--- src/rtl/luma_class_estimator_pkg.sv ---
// ---------------------------------------------------------------------------
// luma_class_estimator_pkg
// Shared definitions for the two-class luma estimator: FSM state encoding,
// default image geometry, datapath widths and the threshold helper.
// ---------------------------------------------------------------------------
package luma_class_estimator_pkg;

   localparam int DEF_IMAGE_WIDTH = 384;
   localparam int DEF_IMAGE_HIGHT = 216;

   localparam int LUMA_W    = 8;
   localparam int SUM_W     = 25;   // 255 * 82944 < 2^25
   localparam int CNT_W     = 17;   // 82944 < 2^17
   localparam int DIV_ITERS = 8;    // one quotient bit per iteration
   localparam int DIV_HOLD  = DIV_ITERS + 1;  // start cycle + iterations

   typedef enum logic [2:0] {
      ST_IDLE,
      ST_ACCUM,
      ST_DIV_1,
      ST_DIV_2,
      ST_UPDATE
   } state_t;

   // Midpoint of the two class means, built from truncated halves so the
   // sum always fits in LUMA_W+1 bits.
   function automatic logic [LUMA_W:0] threshold(input logic [LUMA_W-1:0] c1,
                                                 input logic [LUMA_W-1:0] c2);
      return {2'b00, c1[LUMA_W-1:1]} + {2'b00, c2[LUMA_W-1:1]};
   endfunction

endpackage

--- src/rtl/luma_class_estimator_if.sv ---
// ---------------------------------------------------------------------------
// luma_class_estimator_if
// Pixel stream in, class estimate out.
//   luma_ch      8  luma sample, qualified by pixel_valid
//   pixel_valid  1  luma_ch carries an active pixel
//   frame_start  1  first pixel of a frame (only with pixel_valid)
//   class_1      8  dark-class mean
//   class_2      8  bright-class mean
//   class_valid  1  sticky: first estimate produced
//   converged    1  last update left both means unchanged
//   busy         1  estimator not idle
// master = pixel source / result consumer, slave = estimator.
// ---------------------------------------------------------------------------
interface luma_class_estimator_if;
   import luma_class_estimator_pkg::*;

   logic [LUMA_W-1:0] luma_ch;
   logic              pixel_valid;
   logic              frame_start;
   logic [LUMA_W-1:0] class_1;
   logic [LUMA_W-1:0] class_2;
   logic              class_valid;
   logic              converged;
   logic              busy;

   modport master (
      output luma_ch, pixel_valid, frame_start,
      input  class_1, class_2, class_valid, converged, busy
   );

   modport slave (
      input  luma_ch, pixel_valid, frame_start,
      output class_1, class_2, class_valid, converged, busy
   );

endinterface

--- src/rtl/luma_class_estimator_divider.sv ---
// ---------------------------------------------------------------------------
// serial_divider
// Restoring divider producing an 8-bit truncated quotient, one bit per cycle.
// The caller guarantees dividend/divisor < 256 (a mean of 8-bit samples).
//   clk, rst   clock, asynchronous active-high reset
//   start      load operands on this edge
//   dividend   SUM_W-bit numerator
//   divisor    CNT_W-bit denominator (non-zero when start is used)
//   quotient   8-bit result, valid while done is high and until next start
//   done       one-cycle pulse, 8 cycles after the start edge
// ---------------------------------------------------------------------------
module serial_divider
   import luma_class_estimator_pkg::*;
(
   input  logic              clk,
   input  logic              rst,
   input  logic              start,
   input  logic [SUM_W-1:0]  dividend,
   input  logic [CNT_W-1:0]  divisor,
   output logic [LUMA_W-1:0] quotient,
   output logic              done
);

   logic [SUM_W-1:0] rem;
   logic [CNT_W-1:0] dvs;
   logic [2:0]       idx;       // quotient bit resolved this iteration
   logic             running;
   logic [SUM_W-1:0] trial;

   // divisor << idx never exceeds CNT_W+7 bits, so it fits in SUM_W.
   assign trial = {{(SUM_W-CNT_W){1'b0}}, dvs} << idx;

   // NOTE: sequential state uses non-blocking assignments so every register
   // samples the pre-edge values; blocking here would create ordering races.
   always_ff @(posedge clk or posedge rst) begin
      if (rst) begin
         rem      <= '0;
         dvs      <= '0;
         idx      <= '0;
         running  <= 1'b0;
         quotient <= '0;
         done     <= 1'b0;
      end else begin
         done <= 1'b0;
         if (start) begin
            rem      <= dividend;
            dvs      <= divisor;
            quotient <= '0;
            idx      <= 3'd7;
            running  <= 1'b1;
         end else if (running) begin
            if (rem >= trial) begin
               rem           <= rem - trial;
               quotient[idx] <= 1'b1;
            end
            if (idx == 3'd0) begin
               running <= 1'b0;
               done    <= 1'b1;
            end else begin
               idx <= idx - 3'd1;
            end
         end
      end
   end

endmodule

--- src/rtl/luma_class_estimator.sv ---
// ---------------------------------------------------------------------------
// luma_class_estimator
// Two-class (dark/bright) luma mean estimator. Each frame is split at the
// midpoint of the current means; the per-class averages of the frame become
// the new means (kept ordered class_1 <= class_2).
//   clk   sole clock, rising edge
//   rst   asynchronous active-high reset
//   bus   luma_class_estimator_if.slave (pixel stream in, estimate out)
// Timing: last pixel accepted -> DIV_1 (9 cycles) -> DIV_2 (9 cycles) ->
// UPDATE (2 cycles: capture second quotient, then write), so class outputs
// change exactly 20 edges after the last pixel edge.
// ---------------------------------------------------------------------------
module luma_class_estimator
   import luma_class_estimator_pkg::*;
#(
   parameter int          IMAGE_WIDTH  = DEF_IMAGE_WIDTH,
   parameter int          IMAGE_HIGHT  = DEF_IMAGE_HIGHT,
   parameter logic [7:0]  INIT_CLASS_1 = 8'd64,
   parameter logic [7:0]  INIT_CLASS_2 = 8'd192
)
(
   input logic                   clk,
   input logic                   rst,
   luma_class_estimator_if.slave bus
);

   localparam logic [CNT_W-1:0] FRAME_PIXELS = CNT_W'(IMAGE_WIDTH * IMAGE_HIGHT);

   state_t            state;
   state_t            state_next;
   logic [3:0]        phase;          // cycles spent in the current DIV/UPDATE state

   logic [LUMA_W:0]   t_reg;
   logic [SUM_W-1:0]  sum_1, sum_2;
   logic [CNT_W-1:0]  cnt_1, cnt_2;
   logic [CNT_W-1:0]  pix_cnt;
   logic [LUMA_W-1:0] res_1, res_2;   // candidate means before ordering

   logic [LUMA_W-1:0] class_1_r, class_2_r;
   logic              class_valid_r, converged_r;

   // Pixel acceptance
   logic              restart;
   logic              accept;
   logic [LUMA_W:0]   t_use;
   logic              is_dark;
   logic [CNT_W-1:0]  pix_next;
   logic              last_pixel;

   // Divider hookup
   logic              busy;
   logic              div_start;
   logic [SUM_W-1:0]  div_dividend;
   logic [CNT_W-1:0]  div_divisor;
   logic [LUMA_W-1:0] div_q;
   logic              div_done;

   // Ordered write values
   logic [LUMA_W-1:0] new_lo, new_hi;

   assign restart  = bus.pixel_valid && bus.frame_start &&
                     (state == ST_IDLE || state == ST_ACCUM);
   assign accept   = restart || (bus.pixel_valid && state == ST_ACCUM);
   // A restart pixel is classified with the threshold being latched on the
   // same edge; the means cannot change during ACCUM so both agree.
   assign t_use    = restart ? threshold(class_1_r, class_2_r) : t_reg;
   assign is_dark  = {1'b0, bus.luma_ch} < t_use;
   assign pix_next = restart ? CNT_W'(1) : pix_cnt + CNT_W'(1);
   assign last_pixel = accept && (pix_next == FRAME_PIXELS);

   assign new_lo = (res_1 > res_2) ? res_2 : res_1;
   assign new_hi = (res_1 > res_2) ? res_1 : res_2;

   // ---------------- FSM: state register ----------------
   always_ff @(posedge clk or posedge rst) begin
      if (rst) state <= ST_IDLE;
      else     state <= state_next;
   end

   always_ff @(posedge clk or posedge rst) begin
      if (rst)                                  phase <= '0;
      else if (state_next != state)             phase <= '0;
      else if (state inside {ST_DIV_1, ST_DIV_2, ST_UPDATE})
                                                phase <= phase + 4'd1;
   end

   // ---------------- FSM: next-state logic ----------------
   // NOTE: every combinational output gets a default before the case so no
   // path leaves it unassigned, which would infer a latch.
   always_comb begin
      state_next = state;
      unique case (state)
         ST_IDLE, ST_ACCUM: begin
            if (last_pixel)   state_next = ST_DIV_1;
            else if (restart) state_next = ST_ACCUM;
         end
         ST_DIV_1:  if (phase == 4'(DIV_HOLD - 1)) state_next = ST_DIV_2;
         ST_DIV_2:  if (phase == 4'(DIV_HOLD - 1)) state_next = ST_UPDATE;
         ST_UPDATE: if (phase == 4'd1)             state_next = ST_IDLE;
         default:   state_next = ST_IDLE;
      endcase
   end

   // ---------------- FSM: output logic ----------------
   // An empty class never starts the divider; its candidate keeps the old mean.
   always_comb begin
      busy         = (state != ST_IDLE);
      div_start    = 1'b0;
      div_dividend = sum_1;
      div_divisor  = cnt_1;
      if (state == ST_DIV_1 && phase == 4'd0)
         div_start = (cnt_1 != '0);
      if (state == ST_DIV_2) begin
         div_dividend = sum_2;
         div_divisor  = cnt_2;
         if (phase == 4'd0) div_start = (cnt_2 != '0);
      end
   end

   serial_divider u_divider (
      .clk      (clk),
      .rst      (rst),
      .start    (div_start),
      .dividend (div_dividend),
      .divisor  (div_divisor),
      .quotient (div_q),
      .done     (div_done)
   );

   // ---------------- Accumulation ----------------
   always_ff @(posedge clk or posedge rst) begin
      if (rst) begin
         t_reg   <= '0;
         sum_1   <= '0;
         sum_2   <= '0;
         cnt_1   <= '0;
         cnt_2   <= '0;
         pix_cnt <= '0;
      end else if (accept) begin
         pix_cnt <= pix_next;
         if (restart) begin
            t_reg <= t_use;
            sum_1 <= is_dark ? SUM_W'(bus.luma_ch) : '0;
            cnt_1 <= is_dark ? CNT_W'(1) : '0;
            sum_2 <= is_dark ? '0 : SUM_W'(bus.luma_ch);
            cnt_2 <= is_dark ? '0 : CNT_W'(1);
         end else if (is_dark) begin
            sum_1 <= sum_1 + SUM_W'(bus.luma_ch);
            cnt_1 <= cnt_1 + CNT_W'(1);
         end else begin
            sum_2 <= sum_2 + SUM_W'(bus.luma_ch);
            cnt_2 <= cnt_2 + CNT_W'(1);
         end
      end
   end

   // ---------------- Candidates and outputs ----------------
   // A quotient's done pulse lands in the state after its division:
   // DIV_1's in DIV_2, DIV_2's in the first UPDATE cycle.
   always_ff @(posedge clk or posedge rst) begin
      if (rst) begin
         res_1         <= INIT_CLASS_1;
         res_2         <= INIT_CLASS_2;
         class_1_r     <= INIT_CLASS_1;
         class_2_r     <= INIT_CLASS_2;
         class_valid_r <= 1'b0;
         converged_r   <= 1'b0;
      end else begin
         if (last_pixel) begin
            res_1 <= class_1_r;
            res_2 <= class_2_r;
         end
         if (div_done && state == ST_DIV_2)  res_1 <= div_q;
         if (div_done && state == ST_UPDATE) res_2 <= div_q;
         if (state == ST_UPDATE && phase == 4'd1) begin
            class_1_r     <= new_lo;
            class_2_r     <= new_hi;
            class_valid_r <= 1'b1;
            converged_r   <= (new_lo == class_1_r) && (new_hi == class_2_r);
         end
      end
   end

   assign bus.class_1     = class_1_r;
   assign bus.class_2     = class_2_r;
   assign bus.class_valid = class_valid_r;
   assign bus.converged   = converged_r;
   assign bus.busy        = busy;

endmodule

--- src/flat_wrapper.sv ---
// flat-port wrapper written by rule: the top's interface ports become plain ports
module luma_class_estimator_flat import luma_class_estimator_pkg::*;
#(
   parameter int          IMAGE_WIDTH  = DEF_IMAGE_WIDTH,
   parameter int          IMAGE_HIGHT  = DEF_IMAGE_HIGHT,
   parameter logic [7:0]  INIT_CLASS_1 = 8'd64,
   parameter logic [7:0]  INIT_CLASS_2 = 8'd192
)
  (clk, rst, bus_luma_ch, bus_pixel_valid, bus_frame_start, bus_class_1, bus_class_2, bus_class_valid, bus_converged, bus_busy);
  luma_class_estimator_if bus_i ();
  input logic clk;
  input logic rst;
  input wire logic [$bits(bus_i.luma_ch)-1:0] bus_luma_ch;
  input wire logic [$bits(bus_i.pixel_valid)-1:0] bus_pixel_valid;
  input wire logic [$bits(bus_i.frame_start)-1:0] bus_frame_start;
  output wire logic [$bits(bus_i.class_1)-1:0] bus_class_1;
  output wire logic [$bits(bus_i.class_2)-1:0] bus_class_2;
  output wire logic [$bits(bus_i.class_valid)-1:0] bus_class_valid;
  output wire logic [$bits(bus_i.converged)-1:0] bus_converged;
  output wire logic [$bits(bus_i.busy)-1:0] bus_busy;
  assign bus_i.luma_ch = bus_luma_ch;
  assign bus_i.pixel_valid = bus_pixel_valid;
  assign bus_i.frame_start = bus_frame_start;
  assign bus_class_1 = bus_i.class_1;
  assign bus_class_2 = bus_i.class_2;
  assign bus_class_valid = bus_i.class_valid;
  assign bus_converged = bus_i.converged;
  assign bus_busy = bus_i.busy;
  luma_class_estimator #(.IMAGE_WIDTH(IMAGE_WIDTH), .IMAGE_HIGHT(IMAGE_HIGHT), .INIT_CLASS_1(INIT_CLASS_1), .INIT_CLASS_2(INIT_CLASS_2)) u_core (.clk(clk), .rst(rst), .bus(bus_i));
endmodule
--- config.mk ---
export PLATFORM = sky130hd
export DESIGN_NAME = luma_class_estimator_flat
export DESIGN_NICKNAME = d
export VERILOG_FILES = /design/src/rtl/luma_class_estimator_pkg.sv /design/src/rtl/luma_class_estimator_if.sv /design/src/rtl/luma_class_estimator_divider.sv /design/src/rtl/luma_class_estimator.sv /design/src/flat_wrapper.sv
export SDC_FILE = /design/constraint.sdc
export NUM_CORES = 1
export LEC_CHECK = 0
export CAP_MARGIN = 5
export CORE_AREA = 2 2 156 158
export CTS_CLUSTER_DIAMETER = 80
export DETAILED_ROUTE_END_ITERATION = 8
export DIE_AREA = 0 0 158 160
export DONT_BUFFER_PORTS = 1
export GPL_TIMING_DRIVEN = 1
export PLACE_DENSITY_LB_ADDON = 0.2
export SLEW_MARGIN = 20
export SYNTH_ARGS = -nofsm -noshare
export SYNTH_HDL_FRONTEND = slang
export SYNTH_SLANG_ARGS = --single-unit
--- constraint.sdc ---
create_clock -name clk -period 8.05 [get_ports clk]
set_input_delay 2.0125 -clock clk [delete_from_list [all_inputs] [get_ports clk]]
set_output_delay 2.0125 -clock clk [all_outputs]
set_load 0.1 [all_outputs]
==> results of run 1 <==
-- stage by stage --
step,instances,area (sq um)
floorplan,1546,13800
finish,1853,14900
detailed placement,1808,14000
global route,1853,14900
global placement,1808,14000
CTS,1853,14900
-- worst paths after layout --
path,endpoint,slack [ns],startpoint
setup / recovery,u_core.sum_2[23],2.55,u_core.bus.class_2[1]
hold / removal,u_core.t_reg[0],0.49,u_core.t_reg[0]
setup reg to reg,u_core.sum_2[23],2.55,u_core.bus.class_2[1]
hold reg to reg,u_core.t_reg[0],0.49,u_core.t_reg[0]
max in group asynchronous,u_core.pix_cnt[12],4.96,rst
min in group asynchronous,u_core.u_divider.rem[15],1.51,rst
-- power by group --
group / total (mW) / switching [mW] / internal (mW)
Clock: 1.17 / 0.443 / 0.725
Sequential: 1.71 / 0.446 / 1.27
Combinational: 2.43 / 1.42 / 1.00
Total: 5.31 / 2.31 / 3.00
-- layout by cell type (no fill, tap or decap), drive strengths merged, types with 4 or more instances in the layout --
cell type  count
and2           6
nand4         36
a31oi         36
or2            6
mux2i         94
ha            72
nor2         176
o22ai          6
nor4          12
a22oi         21
dfstp          6
and4           7
or3           24
xnor2         83
o21ai         92
nand3         48
buf           15
o31ai          6
nor4b          5
clkbuf        39
nor2b         13
a21o          15
o211ai         5
o21a          11
mux4          12
nand2b        14
a211oi        12
a21oi        103
inv           59
xor2          41
o21bai         6
nor3b          4
nor3          35
nand2        147
and3          14
a2111oi        4
fa             4
dfrtp        200
-- cells by family (layout without fill, tap and decap cells) --
group / count (synthesis) / after routing / synth area share, %
AOI/OAI and AO/OA: 346 / 346 / 15.5
and+or+nand+nor: 551 / 551 / 19.0
muxes: 108 / 108 / 8.96
xor gates and xnor gates: 124 / 124 / 7.89
adders and majority gates: 76 / 76 / 7.12
buffers and inverters: 135 / 118 / 4.02
DFF: 206 / 206 / 37.5
-- per-layer routing --
layer	part of all wire [%]	up-vias	GRT usage [%]
li1	-	5474	-
met1	46	5571	41.1
met2	46	312	43.7
met3	5.4	77	3.34
met4	2.8	0	8.11
met5	0	-	0
-- final cells by class --
| type | count | area, sq um | share of cell area, % |
|---|---|---|---|
| multi-input combinational | 1205 | 8090 | 54.4 |
| tap | 324 | 405 | 2.73 |
| clock inverter | 6 | 90.1 | 0.606 |
| timing repair buffer | 15 | 113 | 0.758 |
| inverter | 58 | 225 | 1.52 |
| clock buffer | 39 | 778 | 5.24 |
| sequential | 206 | 5160 | 34.7 |
-- worst max-delay path, delay by kind of cell, from the launching register on --
| kind | cells | cell delay, ns |
|---|---|---|
| AOI/OAI and AO/OA | 8 | 1.70 |
| xor gates and xnor gates | 1 | 0.20 |
| adders and majority gates | 3 | 1.18 |
| DFF | 1 | 0.81 |
| muxes | 1 | 0.14 |
| and+or+nand+nor | 4 | 1.40 |
==> metrics.txt, run 1 <==
routed vias/inst 6.17; library cell with the highest instance count after synthesis dfrtp_1; total track usage 28.0%; post_cts resized 0; initial core utilization 57.8%; Critical Path Source Type flop; IO buf count 0; Crit Path Max Fanout 15; post-route setup TNS 0 ns; period utilisation layout 68.3%; Die Width 158 um; Distinct cells, synth 76; CTS tree built; first-pass GRT wire length 57300 um; detailed-route wire length 34600 um; CP max-delay cell dfrtp_1; Worst Hold Path Cells 2; Syn Nets 1634; initial antenna violation count 0; top cells by area, synth dfrtp_1 (36%), mux2i_1 (6.8%), ha_1 (6.5%), xnor2_1 (5.3%), nor2_1 (4.8%); worst path cell trace ha_1 > fa_1 > a21oi_1 > nor2_1 > nor2_1 > o21bai_1 > a21oi_1 > xnor2_1 > mux2i_1 > ha_1 > o21a_1 > o21ai_0 > a21oi_1 > and4_1 > o21ai_1 > or3_1 > a21oi_1; Yosys Warn Count 0; min cycle time layout 5.50 ns; DRT antenna net count 0; DR DRC count 0; Final Skew 0.00883 ns; Setup WS pre-CTS 2.15 ns; r2r worst-path depth 17; Via Count 11400; Post-synth ARST share 100%; gpl congestion 0.894; Cells after Synth 1546; WL/cell 18.7 um; Post-CTS Setup Repair Bufs 0; Max IR drop VDD 0.000227 V; Synth-to-Final Area Change 7.93%; Initial DRT Pass Iterations 5; Slew headroom 24.4%; Power Total 5.31 mW; root buf cell clkbuf_16; die area 25300 sq um; worst slew pin tran 1.13 ns; ys flop type dfrtp_1; cts hold-fix bufs 0; clk buf depth 3; fin util 62.4%; CORE AREA 23800 sq um; Pwr Density 357 nW/um^2; Min Hold Slack 0.486 ns; number of global-route vias before repair 11100; share of layout cells above drive strength 1 6.74%; FF+latch count, synth 206; Die Y 160 um; Ant. Diodes 0; leakage dissipation 6.36 nW; CP arrival 5.93 ns; CP max stage delay 0.81 ns; CP dominant cell by count a21oi_1; Worst Hold Class reg2reg; Synth top area share 36.3%; endpoint type of the worst setup path flop; EDFF count, synth 0; DP HPWL 24200 um; Slew Viols, Final 0; I/O Pins 31; # H-tree levels 1; Clock transition at path regs 0.06 ns; DR iter-0 viols 968; Crit Path Category reg2reg; largest net degree at the start of global routing 133; outcome finished, final reports clean; final setup margin 2.55 ns; Clock Latency Late Sink 0.52 ns; sequential area share after synthesis 37.5%; Fillers 2066; Hold Vio Cnt, Final 0; Site Rows 57; # Max-Cap Violations 0; FMAX 0.182 GHz; Largest regs u_core.sum_1 (25), u_core.sum_2 (25), u_core.u_divider.rem (25); cell area after synthesis 13800 sq um; Num Clock Sinks 206; Final #Nets 1599; Setup violations, final 0; top cell type by total area after synthesis dfrtp_1; most frequent cells after synthesis dfrtp_1 (200), nor2_1 (175), nand2_1 (147); clock buffer count from CTS 25; Worst Path Required 8.48 ns; Syn Area/Cell 8.91 sq um; gr ovfl total 0; RSZ-0062 raised after global routing false
Note: power is estimated with default switching activity, not from simulation.
==> run 2, diff against run 1 <==
- clock period: 8.05 -> 4.91 ns (I/O delays scaled with it)
==> metrics.txt, run 2 (same netlist as run 1, synthesis figures left out) <==
Int Power 4.92 mW (+64%); Synth-to-Final Area Change 8.83%; initial antenna violation count 0 (unchanged); post-route setup TNS 0 ns (unchanged); Critical Path Source Type flop; CP dominant cell by count nor2_1; Pwr Density 583 nW/um^2 (+63%); Final Skew 0.0250 ns (+0.0162 ns); worst slew pin tran 1.05 ns (-0.0810 ns); buffer and inverter count on the worst path 0 (unchanged); Clock transition at path regs 0.06 ns (about the same); sw frac 43.7% (+0.16 points); Worst Path Required 5.31 ns (-3.17 ns); number of global-route vias before repair 10900 (-1.4%); fin util 62.9% (+0.52 points); Largest delay share family, worst path simple AND/OR/NAND/NOR gates; CTS tree built; outcome finished, final reports clean; Max IR drop VDD 0.000323 V (+42%); most frequent cells in the layout dfrtp_1 (200), nor2_1 (175), nand2_1 (147), a21oi_1 (103), mux2i_1 (94); Crit Path Category reg2reg; total track usage 27.6% (-0.35 points); CP max stage delay 0.40 ns (-0.41 ns); Slew Viols, Final 0 (unchanged); Setup violations, final 0 (unchanged); leakage dissipation 6.43 nW (+1.0%); CP max-delay cell fa_1; DP HPWL 24200 um (-0.14%); WL/cell 18.4 um (-1.3%); commonest non-fill, non-tap cell in the layout dfrtp_1; # Max-Cap Violations 0 (unchanged); worst path cell trace ha_1 > fa_1 > a21oi_1 > nor2_1 > nor2_1 > o21bai_1 > a21oi_1 > xnor2_1 > mux2i_1 > ha_1 > or3_1 > a2111oi_1 > o21ai_2 > and2_1 > a21o_1 > nor4_2 > xnor2_1 > nor2_1; Sw Pwr 3.82 mW (+65%); CORE AREA 23800 sq um (unchanged); part of the power in the clock network 21.5% (-0.5 points); Num Clock Sinks 206 (unchanged); IO buf count 0 (unchanged); DR iter-0 viols 808 (-17%); clk buf depth 3 (unchanged); period utilisation layout 90.5% (+22 points); Initial DRT Pass Iterations 5 (unchanged); CP Launch Point u_core.bus.class_2[1]; Largest regs u_core.sum_1 (25), u_core.sum_2 (25), u_core.u_divider.rem (25); initial core utilization 57.8% (unchanged); Clock Latency Late Sink 0.55 ns (+0.03 ns); CP arrival 4.85 ns (-1.08 ns); Sequential Power Share 29.2% (-3.1 points); min cycle time layout 4.45 ns (-1.05 ns); Via Count 11400 (-0.017%); cts hold-fix bufs 0 (unchanged); Die Width 158 um (unchanged); endpoint type of the worst setup path flop; Hold Vio Cnt, Final 0 (unchanged); Final #Nets 1618 (+1.2%); gr ovfl total 0 (unchanged); Crit Path Max Fanout 12 (-3); Worst Hold Class reg2reg; hold wc startpoint u_core.t_reg[4]; Reg2Reg Launch Point u_core.bus.class_2[1]; RSZ-0062 raised after global routing false; routed vias/inst 6.11 (-1.0%); DRT antenna net count 0 (unchanged); largest net degree at the start of global routing 153 (+15%); Site Rows 57 (unchanged); detailed-route wire length 34500 um (-0.32%); clock buffer count from CTS 25 (unchanged); I/O Pins 31 (unchanged); root buf cell clkbuf_16; Comb power frac 49.4% (+3.7 points); gpl congestion 0.897 (+0.37%); Post-CTS Setup Repair Bufs 0 (unchanged); Slew headroom 29.8% (+5.4 points); DR DRC count 0 (unchanged); Die Y 160 um (unchanged); Ant. Diodes 0 (unchanged); FMAX 0.225 GHz (+24%); # H-tree levels 1 (unchanged); share of layout cells above drive strength 1 7.62% (+0.89 points); first-pass GRT wire length 56600 um (-1.3%); die area 25300 sq um (unchanged)
run 2: what timing repair did:
item | 4_1_cts | 5_1_grt
resized for setup | 0 | 1
endpoints found under the hold margin | 0 | 0
endpoints found under the setup margin | 0 | 2
run 2: worst min-delay path, cell delays in order (launching register included):
cell and delay, ns:
dfrtp_1 0.32, mux2i_1 0.08, inv_1 0.06
run 2: worst paths after layout:
path	endpoint	slack [ns]	depth (start not counted)
min	u_core.t_reg[4]	0.49	2
max reg2reg	u_core.sum_1[21]	0.46	18
min reg2reg	u_core.t_reg[4]	0.49	2
min in group asynchronous	u_core.u_divider.rem[18]	0.72	2
max in group asynchronous	u_core.cnt_1[6]	3.41	2
max	u_core.sum_1[21]	0.46	18
run 2: power by group through the flow:
stage | Clock, mW | Combinational (mW) | Sequential, mW
finish | 1.88 | 4.32 | 2.55
global route | 1.97 | 4.78 | 2.60
CTS | 1.91 | 4.27 | 2.54
detailed placement | 0 | 4.23 | 2.57
global placement | 0 | 4.16 | 2.56
floorplan | 0 | 3.12 | 2.71
run 2: stage by stage:
stage / area [sq um] / instances / setup slack (ns) / total power [mW] / hold WS [ns]
detailed placement: 14200 / 1827 / 0.347 / 6.80 / 0.476
global route: 15000 / 1872 / 0.0683 / 9.35 / 0.517
CTS: 15000 / 1872 / 0.318 / 8.71 / 0.491
global placement: 14200 / 1827 / 0.455 / 6.72 / 0.463
floorplan: 13800 / 1546 / 0.480 / 5.83 / 0.447
finish: 15000 / 1872 / 0.464 / 8.74 / 0.488
run 2: area by class of cell:
| cell class | count | area (sq um) |
|---|---|---|
| clock buffer | 35 | 703 |
| clock inverter | 10 | 124 |
| fill | 2067 | 8830 |
| inverter | 58 | 221 |
| multi-input combinational | 1205 | 8090 |
| sequential | 206 | 5160 |
| tap | 324 | 405 |
| timing repair buffer | 34 | 280 |
run 2: per-layer routing:
metal	GRT usage, %	routed length (um)	up-vias
met3	3.72	2140	70
met4	7.00	795	0
met2	43.3	16000	336
li1	-	-	5495
met1	40.6	15600	5531
met5	0	0	-
==> run 3, diff against run 2 <==
- CORE_AREA: 2 2 156 158 -> 2 2 180 138
- DIE_AREA: 0 0 158 160 -> 0 0 182 140
- GPL_ROUTABILITY_DRIVEN: not set -> 0
==> metrics.txt, run 3 (same netlist as run 1, synthesis figures left out) <==
Crit Path Max Fanout 24 (+12); most frequent cells in the layout dfrtp_1 (200), nor2_1 (175), nand2_1 (146), a21oi_1 (103), mux2i_1 (94); Final Skew 0.00915 ns (-0.0158 ns); period utilisation layout 91.5% (+0.97 points); Slew headroom 32.3% (+2.5 points); Num Clock Sinks 206 (unchanged); Largest regs u_core.sum_1 (25), u_core.sum_2 (25), u_core.u_divider.rem (25); CORE AREA 23700 sq um (-0.65%); clk buf depth 3 (unchanged); Hold Vio Cnt, Final 0 (unchanged); Synth-to-Final Area Change 9.13%; Fillers 1980 (-4.2%); post-route setup TNS 0 ns (unchanged); worst slew pin tran 1.02 ns (-0.0368 ns); Max IR drop VDD 0.000400 V (+24%); placed cell count 1810 (-0.93%); share of layout cells above drive strength 1 7.95% (+0.33 points); Slew Viols, Final 0 (unchanged); # H-tree levels 1 (unchanged); Min Hold Slack 0.483 ns (-0.00533 ns); CP max stage delay 0.51 ns (+0.11 ns); Worst Hold Class reg2reg; I/O Pins 31 (unchanged); Multi-input gate area 8100 sq um (about the same); Die Y 140 um (-13%); initial antenna violation count 0 (unchanged); Pwr Density 591 nW/um^2 (+1.3%); Die Width 182 um (+15%); DR iter-0 viols 1060 (+31%); min cycle time layout 4.49 ns (+0.0475 ns); # Max-Cap Violations 0 (unchanged); routed vias/inst 6.16 (+0.88%); Clock transition at path regs 0.06 ns (about the same); Via Count 11400 (-0.15%); Initial DRT Pass Iterations 5 (unchanged); IO buf count 0 (unchanged); CTS tree built; final cell count without fillers 1853 (-1.0%); CP max-delay cell o21a_1; worst path cell trace buf_4 > inv_1 > nor2_1 > nand2_1 > o21ai_0 > nand2b_1 > ha_1 > nand3_1 > o21bai_1 > a211oi_1 > nor2_1 > a31oi_1 > o21a_1 > buf_4 > a31oi_1 > a22oi_1; detailed-route wire length 35400 um (+2.7%); Power Total 8.88 mW (+1.6%); commonest non-fill, non-tap cell in the layout dfrtp_1; total track usage 28.3% (+0.67 points); Worst Path Required 5.34 ns (+0.03 ns); DP HPWL 25400 um (+5.1%); root buf cell clkbuf_16; Crit Path Category reg2reg; largest net degree at the start of global routing 103 (-33%); outcome finished, final reports clean; die area 25500 sq um (+0.79%); Largest delay share family, worst path compound AO/OA/AOI/OAI gates; number of global-route vias before repair 11000 (+0.18%); Clock Latency Late Sink 0.53 ns (-0.02 ns); leakage dissipation 6.47 nW (+0.63%); cts hold-fix bufs 0 (unchanged); Ant. Diodes 0 (unchanged); DR DRC count 0 (unchanged); gr ovfl total 0 (unchanged); Critical Path Source Type flop; CP arrival 4.93 ns (+0.08 ns); WL/cell 19.1 um (+3.7%); buffer and inverter count on the worst path 3 (+3); endpoint type of the worst setup path flop; Setup violations, final 0 (unchanged); RSZ-0062 raised after global routing false; DRT antenna net count 0 (unchanged); FF+latch area 5160 sq um (unchanged); first-pass GRT wire length 58400 um (+3.0%); Final #Nets 1618 (unchanged); Site Rows 49 (-14%); initial core utilization 58.2% (+0.38 points); clock buffer count from CTS 24 (-4.0%); FMAX 0.223 GHz (-1.1%)
## run 3: path summary, 6_finish.rpt
| check | startpoint | end | slack (ns) | depth (start not counted) |
|---|---|---|---|---|
| max | u_core.u_divider.idx[0] | u_core.u_divider.rem[6] | 0.42 | 16 |
| min | u_core.t_reg[0] | u_core.t_reg[0] | 0.48 | 2 |
| max reg2reg | u_core.u_divider.idx[0] | u_core.u_divider.rem[6] | 0.42 | 16 |
| min reg2reg | u_core.t_reg[0] | u_core.t_reg[0] | 0.48 | 2 |
| max in group asynchronous | rst | u_core.u_divider.dvs[7] | 3.20 | 2 |
| min in group asynchronous | rst | u_core.sum_1[9] | 0.71 | 1 |
## run 3: what timing repair did
item	in CTS	in global routing
gates resized for setup	0	2
endpoints found under the hold margin	0	0
setup buffers	0	0
endpoints found under the setup margin	0	5
## run 3: power breakdown
part           switching [mW]  total [mW]  internal, mW
Sequential              0.458        2.54          2.08
Clock                   0.739        1.99          1.25
Combinational            2.63        4.36          1.73
Total                    3.82        8.88          5.06
## run 3: area by class of cell
type | count | share of cell area, %
flip-flops and latches | 206 | 34.3
well taps | 306 | 2.55
inverters | 58 | 1.47
repair buffers | 35 | 1.91
multi-input cells | 1205 | 53.9
clock buffers | 31 | 4.58
clock inverters | 12 | 1.27
## run 3: through the flow
step | cell area [sq um] | worst slack (ns) | utilization, %
floorplan | 13800 | 0.480 | -
global placement | 14100 | 0.492 | 59.7
detailed placement | 14100 | 0.356 | 59.7
CTS | 15000 | 0.339 | 63.5
global route | 15000 | 0.0745 | 63.5
finish | 15000 | 0.417 | 63.5
## run 3: worst reg2reg max path: cells and delay by family, from the launching register on
family,cells,cell delay (ns)
AOI/OAI and AO/OA,7,2.05
adders and majority gates,1,0.36
buffers and inverters,3,0.87
DFF,1,0.33
and+or+nand+nor,5,0.81
## run 3: routing by layer
layer,part of all wire [%],wire length [um],global-route usage [%]
met2,43,15100,42.4
met4,1.6,569,5.05
met1,49,17400,43.9
met5,0,0,0
met3,6.5,2300,4.13
==> edit 1 (config.mk and constraints of run 2) <==
The package constant `LUMA_W` goes from 8 to 10.
--- a/src/rtl/luma_class_estimator_pkg.sv
+++ b/src/rtl/luma_class_estimator_pkg.sv
@@ -10,3 +10,3 @@
 
-   localparam int LUMA_W    = 8;
+   localparam int LUMA_W    = 10;
    localparam int SUM_W     = 25;   // 255 * 82944 < 2^25
Ports: changed (resized bus_class_1, bus_class_2 and bus_luma_ch); port bits go from 31 to 37. No check against the original RTL was run, so the function may have changed too.
==> edit 1 against run 2 <==
  * Routed wire length up 8.9%
  * Utilization up 5.2 points
  * Sequential cell count up 10
  * Setup slack worse by 0.18 ns
  * Synthesized area rose by 7.4%
  * Cell area rose by 8.2%
Power is not compared: it rests on default switching activity, and its combinational part moved more than twofold at a synthesized area within 25%.
==> edit 1: results (changes against run 2) <==
* Setup WS pre-CTS at 0.110 ns (-0.238 ns)
* DPL Wire Length at 27.0 mm (+12%)
* Mux cell area share after synthesis at 0.0982 (+0.00858)
* Number of antenna violations at the first check in global routing at 0 (unchanged)
* WL/cell at 18.8 um (+2.4%)
* Layout cells sized above 1 at 0.0941 (+0.0179)
* Maximum number of pins on one net before global-route repair at 114 (-25%)
* First DRT Iteration DRCs at 874 (+8.2%)
* Clock skew at 0.0113 ns (-0.0137 ns)
* Seq/Total Area, Yosys at 0.366 (-0.00880)
* First-pass GRT wire length at 62.6 mm (+10%)
* CP arrival at 5.02 ns (+0.17 ns)
* Synth cell count leaders: 210 x dfrtp_1, 169 x nor2_1, 164 x nand2_1
* Slowest CP cell: dfrtp_2
* Crit path max-delay family: compound AO/OA/AOI/OAI gates
* Yosys warnings at 0 (unchanged)
* Worst Reg2Reg Path Length in Cells at 20 (+2)
* Nets at 1750 (+8.2%)
* Vias in the first global route at 12099 (+11%)
* CP max FO at 13 (+1)
* Status: completed
* Worst-Margin Slew at 1.08 ns (+0.0253 ns)
* Synth Area in Compound Gates at 0.147 (-0.00810)
* Synth unique cells at 84 (+11%)
* Adder-cell share of the synthesized area at 0.0748 (+0.00357)
* Top post-synthesis cells by area: dfrtp_1 36%, mux2i_1 8.8%, ha_1 6.9%
edit 1: metrics by stage:
step	hold slack [ns]	std cells
after floorplan	0.436	1652
after global placement	0.456	1947
after detailed placement	0.466	1947
after CTS	0.482	1992
after global routing	0.523	1992
final	0.488	1992
edit 1: cells by family (layout without fill, tap and decap cells):
kind of cell | Yosys count | after routing
AOI/OAI and AO/OA | 341 | 341
and+or+nand+nor | 593 | 593
xor gates and xnor gates | 124 | 124
DFF | 216 | 216
buffers and inverters | 152 | 168
muxes | 140 | 140
adders and majority gates | 86 | 86
edit 1: cell type report:
cell class | count | area [um^2]
timing repair buffer | 50 | 400
tap | 324 | 405
inverter | 73 | 278
sequential | 216 | 5420
clock inverter | 15 | 234
fill | 1953 | 7600
multi-input combinational | 1284 | 8800
clock buffer | 30 | 684
edit 1: worst paths after layout:
| check | slack (ns) | from | endpoint |
|---|---|---|---|
| setup / recovery | 0.28 | u_core.bus.class_2[1]$_DFFE_PP0P_ | u_core.cnt_1[14]$_DFFE_PP0P_ |
| hold / removal | 0.49 | u_core.t_reg[8]$_DFFE_PP0P_ | u_core.t_reg[8]$_DFFE_PP0P_ |
| setup reg to reg | 0.28 | u_core.bus.class_2[1]$_DFFE_PP0P_ | u_core.cnt_1[14]$_DFFE_PP0P_ |
| hold reg to reg | 0.49 | u_core.t_reg[8]$_DFFE_PP0P_ | u_core.t_reg[8]$_DFFE_PP0P_ |
| max in group asynchronous | 3.41 | rst | u_core.sum_2[9]$_DFFE_PP0P_ |
| min in group asynchronous | 0.55 | rst | u_core.state[2]$_DFF_PP0_ |
edit 1: what timing repair did:
action                     4_1_cts  5_1_grt
gates resized for setup          0        6
setup endpoints to repair        0       55
hold buffers                     0        0
edit 1: power by group through the flow:
stage | Clock [mW] | Sequential [mW] | Combinational [mW]
after floorplan | 0 | 1.97 | 0.656
after global placement | 0 | 1.99 | 0.797
after detailed placement | 0 | 2.00 | 0.825
after CTS | 2.08 | 1.97 | 0.834
after global routing | 2.16 | 1.99 | 0.945
final | 2.06 | 1.97 | 0.840
edit 1: routing by layer:
layer	GRT usage	vias up	wire length [um]
li1	-	5899	-
met1	0.445	6084	16900
met2	0.477	366	17300
met3	0.0366	71	2330
met4	0.0942	0	1030
met5	0	-	0
edit 1: worst register-to-register path, delay by kind of cell, from the launching register on:
| family | cells | cell delay [ns] |
|---|---|---|
| AO/OA/AOI/OAI | 6 | 1.34 |
| multiplexers | 1 | 0.29 |
| AND/OR/NAND/NOR | 6 | 1.13 |
| adder cells (fa/ha/maj) | 3 | 0.65 |
| flip-flops | 1 | 0.40 |
| XOR/XNOR | 1 | 0.18 |
| buffers and inverters | 3 | 0.48 |
==> edit 2 (config.mk and constraints of run 2) <==
Without the edit above. Make the reset (`rst`) synchronous in 5 clocked blocks. Comments in the files are not updated.
--- a/src/rtl/luma_class_estimator_divider.sv
+++ b/src/rtl/luma_class_estimator_divider.sv
@@ -34,3 +34,3 @@
    // samples the pre-edge values; blocking here would create ordering races.
-   always_ff @(posedge clk or posedge rst) begin
+   always_ff @(posedge clk) begin
       if (rst) begin
--- a/src/rtl/luma_class_estimator.sv
+++ b/src/rtl/luma_class_estimator.sv
@@ -74,3 +74,3 @@
    // ---------------- FSM: state register ----------------
-   always_ff @(posedge clk or posedge rst) begin
+   always_ff @(posedge clk) begin
       if (rst) state <= ST_IDLE;
@@ -79,3 +79,3 @@
 
-   always_ff @(posedge clk or posedge rst) begin
+   always_ff @(posedge clk) begin
       if (rst)                                  phase <= '0;
@@ -130,3 +130,3 @@
    // ---------------- Accumulation ----------------
-   always_ff @(posedge clk or posedge rst) begin
+   always_ff @(posedge clk) begin
       if (rst) begin
@@ -159,3 +159,3 @@
    // DIV_1's in DIV_2, DIV_2's in the first UPDATE cycle.
-   always_ff @(posedge clk or posedge rst) begin
+   always_ff @(posedge clk) begin
       if (rst) begin
Behaviour: differs if rst is asserted again (counterexample within 4 cycles, from zero or initial values and one cycle with rst high); with rst held inactive, the same outputs for 4 cycles.
==> edit 2 against run 2 <==
  * Setup slack got worse by 0.083 ns
  * Cell area down 3.5%
  * Clock skew down 0.014 ns
  * Global-route usage up 0.34 points
  * Synthesized cell count is 9.0% higher
  * Synthesized area shrank 4.0%
  * Routed wire length increased by 3.0%
  * Die area unchanged
  * Sequential cell count is the same
  * Critical path type unchanged
  * Critical endpoint is now u_core.sum_1[16]$_SDFFE_PP0P_
  * Highest routed layer unchanged
Power is not compared: it rests on default switching activity, and its combinational part moved more than twofold at a synthesized area within 25%.
==> edit 2: results (changes against run 2) <==
* Status: completed
* Layout cells sized above 1 at 0.0710 (-0.00527)
* Met3 routed WL at 2.57 mm (+20%)
* Met1 WL at 16.3 mm (+5.0%)
* Synth Area in Compound Gates at 0.219 (+0.0638)
* Worst Min Path Start: u_core.t_reg[2]$_SDFFE_PP0P_
* First-pass GRT wire length at 58.1 mm (+2.6%)
* Worst r2r dst: u_core.sum_1[16]$_SDFFE_PP0P_
* Worst Reg2Reg Path Length in Cells at 16 (-2)
* Reg-to-reg slack, setup at 0.38 ns (-0.08 ns)
* Synth cell count leaders: 240 x nor2_1, 206 x dfxtp_1, 154 x nand2_1
* Hold Crit Endpoint: u_core.t_reg[2]$_SDFFE_PP0P_
* Worst r2r src: u_core.bus.class_2[1]$_SDFFE_PP0P_
* Maximum number of pins on one net before global-route repair at 145 (-5.2%)
* First DRT Iteration DRCs at 999 (+24%)
* DPL Wire Length at 25.5 mm (+5.5%)
* Met1 Use GR at 0.410 (+0.00448)
* Met3 Use GR at 0.0323 (-0.00488)
* Mux cell area share after synthesis at 0.0480 (-0.0416)
* Setup WS pre-CTS at 0.290 ns (-0.0579 ns)
* Post-synth top flop: dfxtp_1
* Total Routing Usage GR at 0.279 (+0.00336)
* Max-slew headroom at 0.254 (-0.0445)
* Met2 wire length at 15.9 mm (-0.19%)
* Top post-synthesis cells by area: dfxtp_1 31%, ha_1 6.8%, nor2_1 6.8%
* Adder-cell share of the synthesized area at 0.0742 (+0.00294)
* Met2 usage at 0.441 (+0.00810)
==> edit 2: cell types whose count changed in the layout (fill, tap and decap cells not counted), moves of 33 or more <==
cell      before  now
dfxtp_1        0  206
dfrtp_1      200    0
nor2_1       175  240
mux2i_1       94   42
a211oi_1      12   58
a311oi_1       2   35
==> edit 2: layout make-up <==
class                           count  area [um^2]
Sequential cell                   206         4120
Clock buffer                       30          664
Timing Repair Buffer               46          358
Multi-Input combinational cell   1326         8570
Inverter                           54          203
Tap cell                          324          405
Clock inverter                     15          141
Fill cell                        2154         9350
==> edit 2: worst max-delay path: stages, from the launching register on <==
cell,delay [ns]
dfxtp_1,0.31
ha_1,0.22
fa_1,0.40
a21o_1,0.19
a21o_1,0.20
a21o_1,0.17
a21oi_1,0.16
xor2_1,0.16
nor2_1,0.05
a21oi_1,0.18
ha_1,0.28
a2111oi_0,0.45
a22oi_1,0.24
o211ai_1,0.45
o2111ai_2,0.39
or3_1,0.41
a21oi_1,0.15
==> edit 2: kinds of logic after synthesis <==
kind of cell             after synthesis
multiplexers                          53
XOR/XNOR                              97
flip-flops                           206
adder cells (fa/ha/maj)               76
AND/OR/NAND/NOR                      660
buffers and inverters                153
AO/OA/AOI/OAI                        440
==> edit 2: power by group through the flow <==
stage,combinational [mW],clock (mW),sequential [mW]
after floorplan,0.226,0,1.74
after global placement,0.267,0,1.75
after detailed placement,0.272,0,1.75
after CTS,0.274,1.84,1.71
after global routing,0.311,1.91,1.72
final,0.278,1.82,1.71
==> edit 2: stage by stage <==
| stage | util | cell area, um^2 | cells | power (mW) |
|---|---|---|---|---|
| finish | 0.607 | 14500 | 2001 | 3.81 |
| global route | 0.607 | 14500 | 2001 | 3.93 |
| CTS | 0.607 | 14500 | 2001 | 3.83 |
| detailed placement | 0.573 | 13700 | 1956 | 2.02 |
| global placement | 0.573 | 13700 | 1956 | 2.02 |
| floorplan | - | 13200 | 1685 | 1.97 |
==> edit 2: how the worst max path moves through the flow <==
stage | startpoint | endpoint | slack, ns
finish | u_core.bus.class_2[1]$_SDFFE_PP0P_ | u_core.sum_1[16]$_SDFFE_PP0P_ | 0.38
global route | u_core.bus.class_2[1]$_SDFFE_PP0P_ | u_core.cnt_2[13]$_SDFFE_PP0P_ | 0.05
CTS | u_core.bus.class_2[1]$_SDFFE_PP0P_ | u_core.sum_1[16]$_SDFFE_PP0P_ | 0.27
detailed placement | u_core.bus.class_2[1]$_SDFFE_PP0P_ | u_core.sum_1[16]$_SDFFE_PP0P_ | 0.29
global placement | u_core.bus.class_2[1]$_SDFFE_PP0P_ | u_core.sum_1[14]$_SDFFE_PP0P_ | 0.36
floorplan | bus_frame_start | u_core.sum_1[21]$_SDFFE_PP0P_ | 0.23
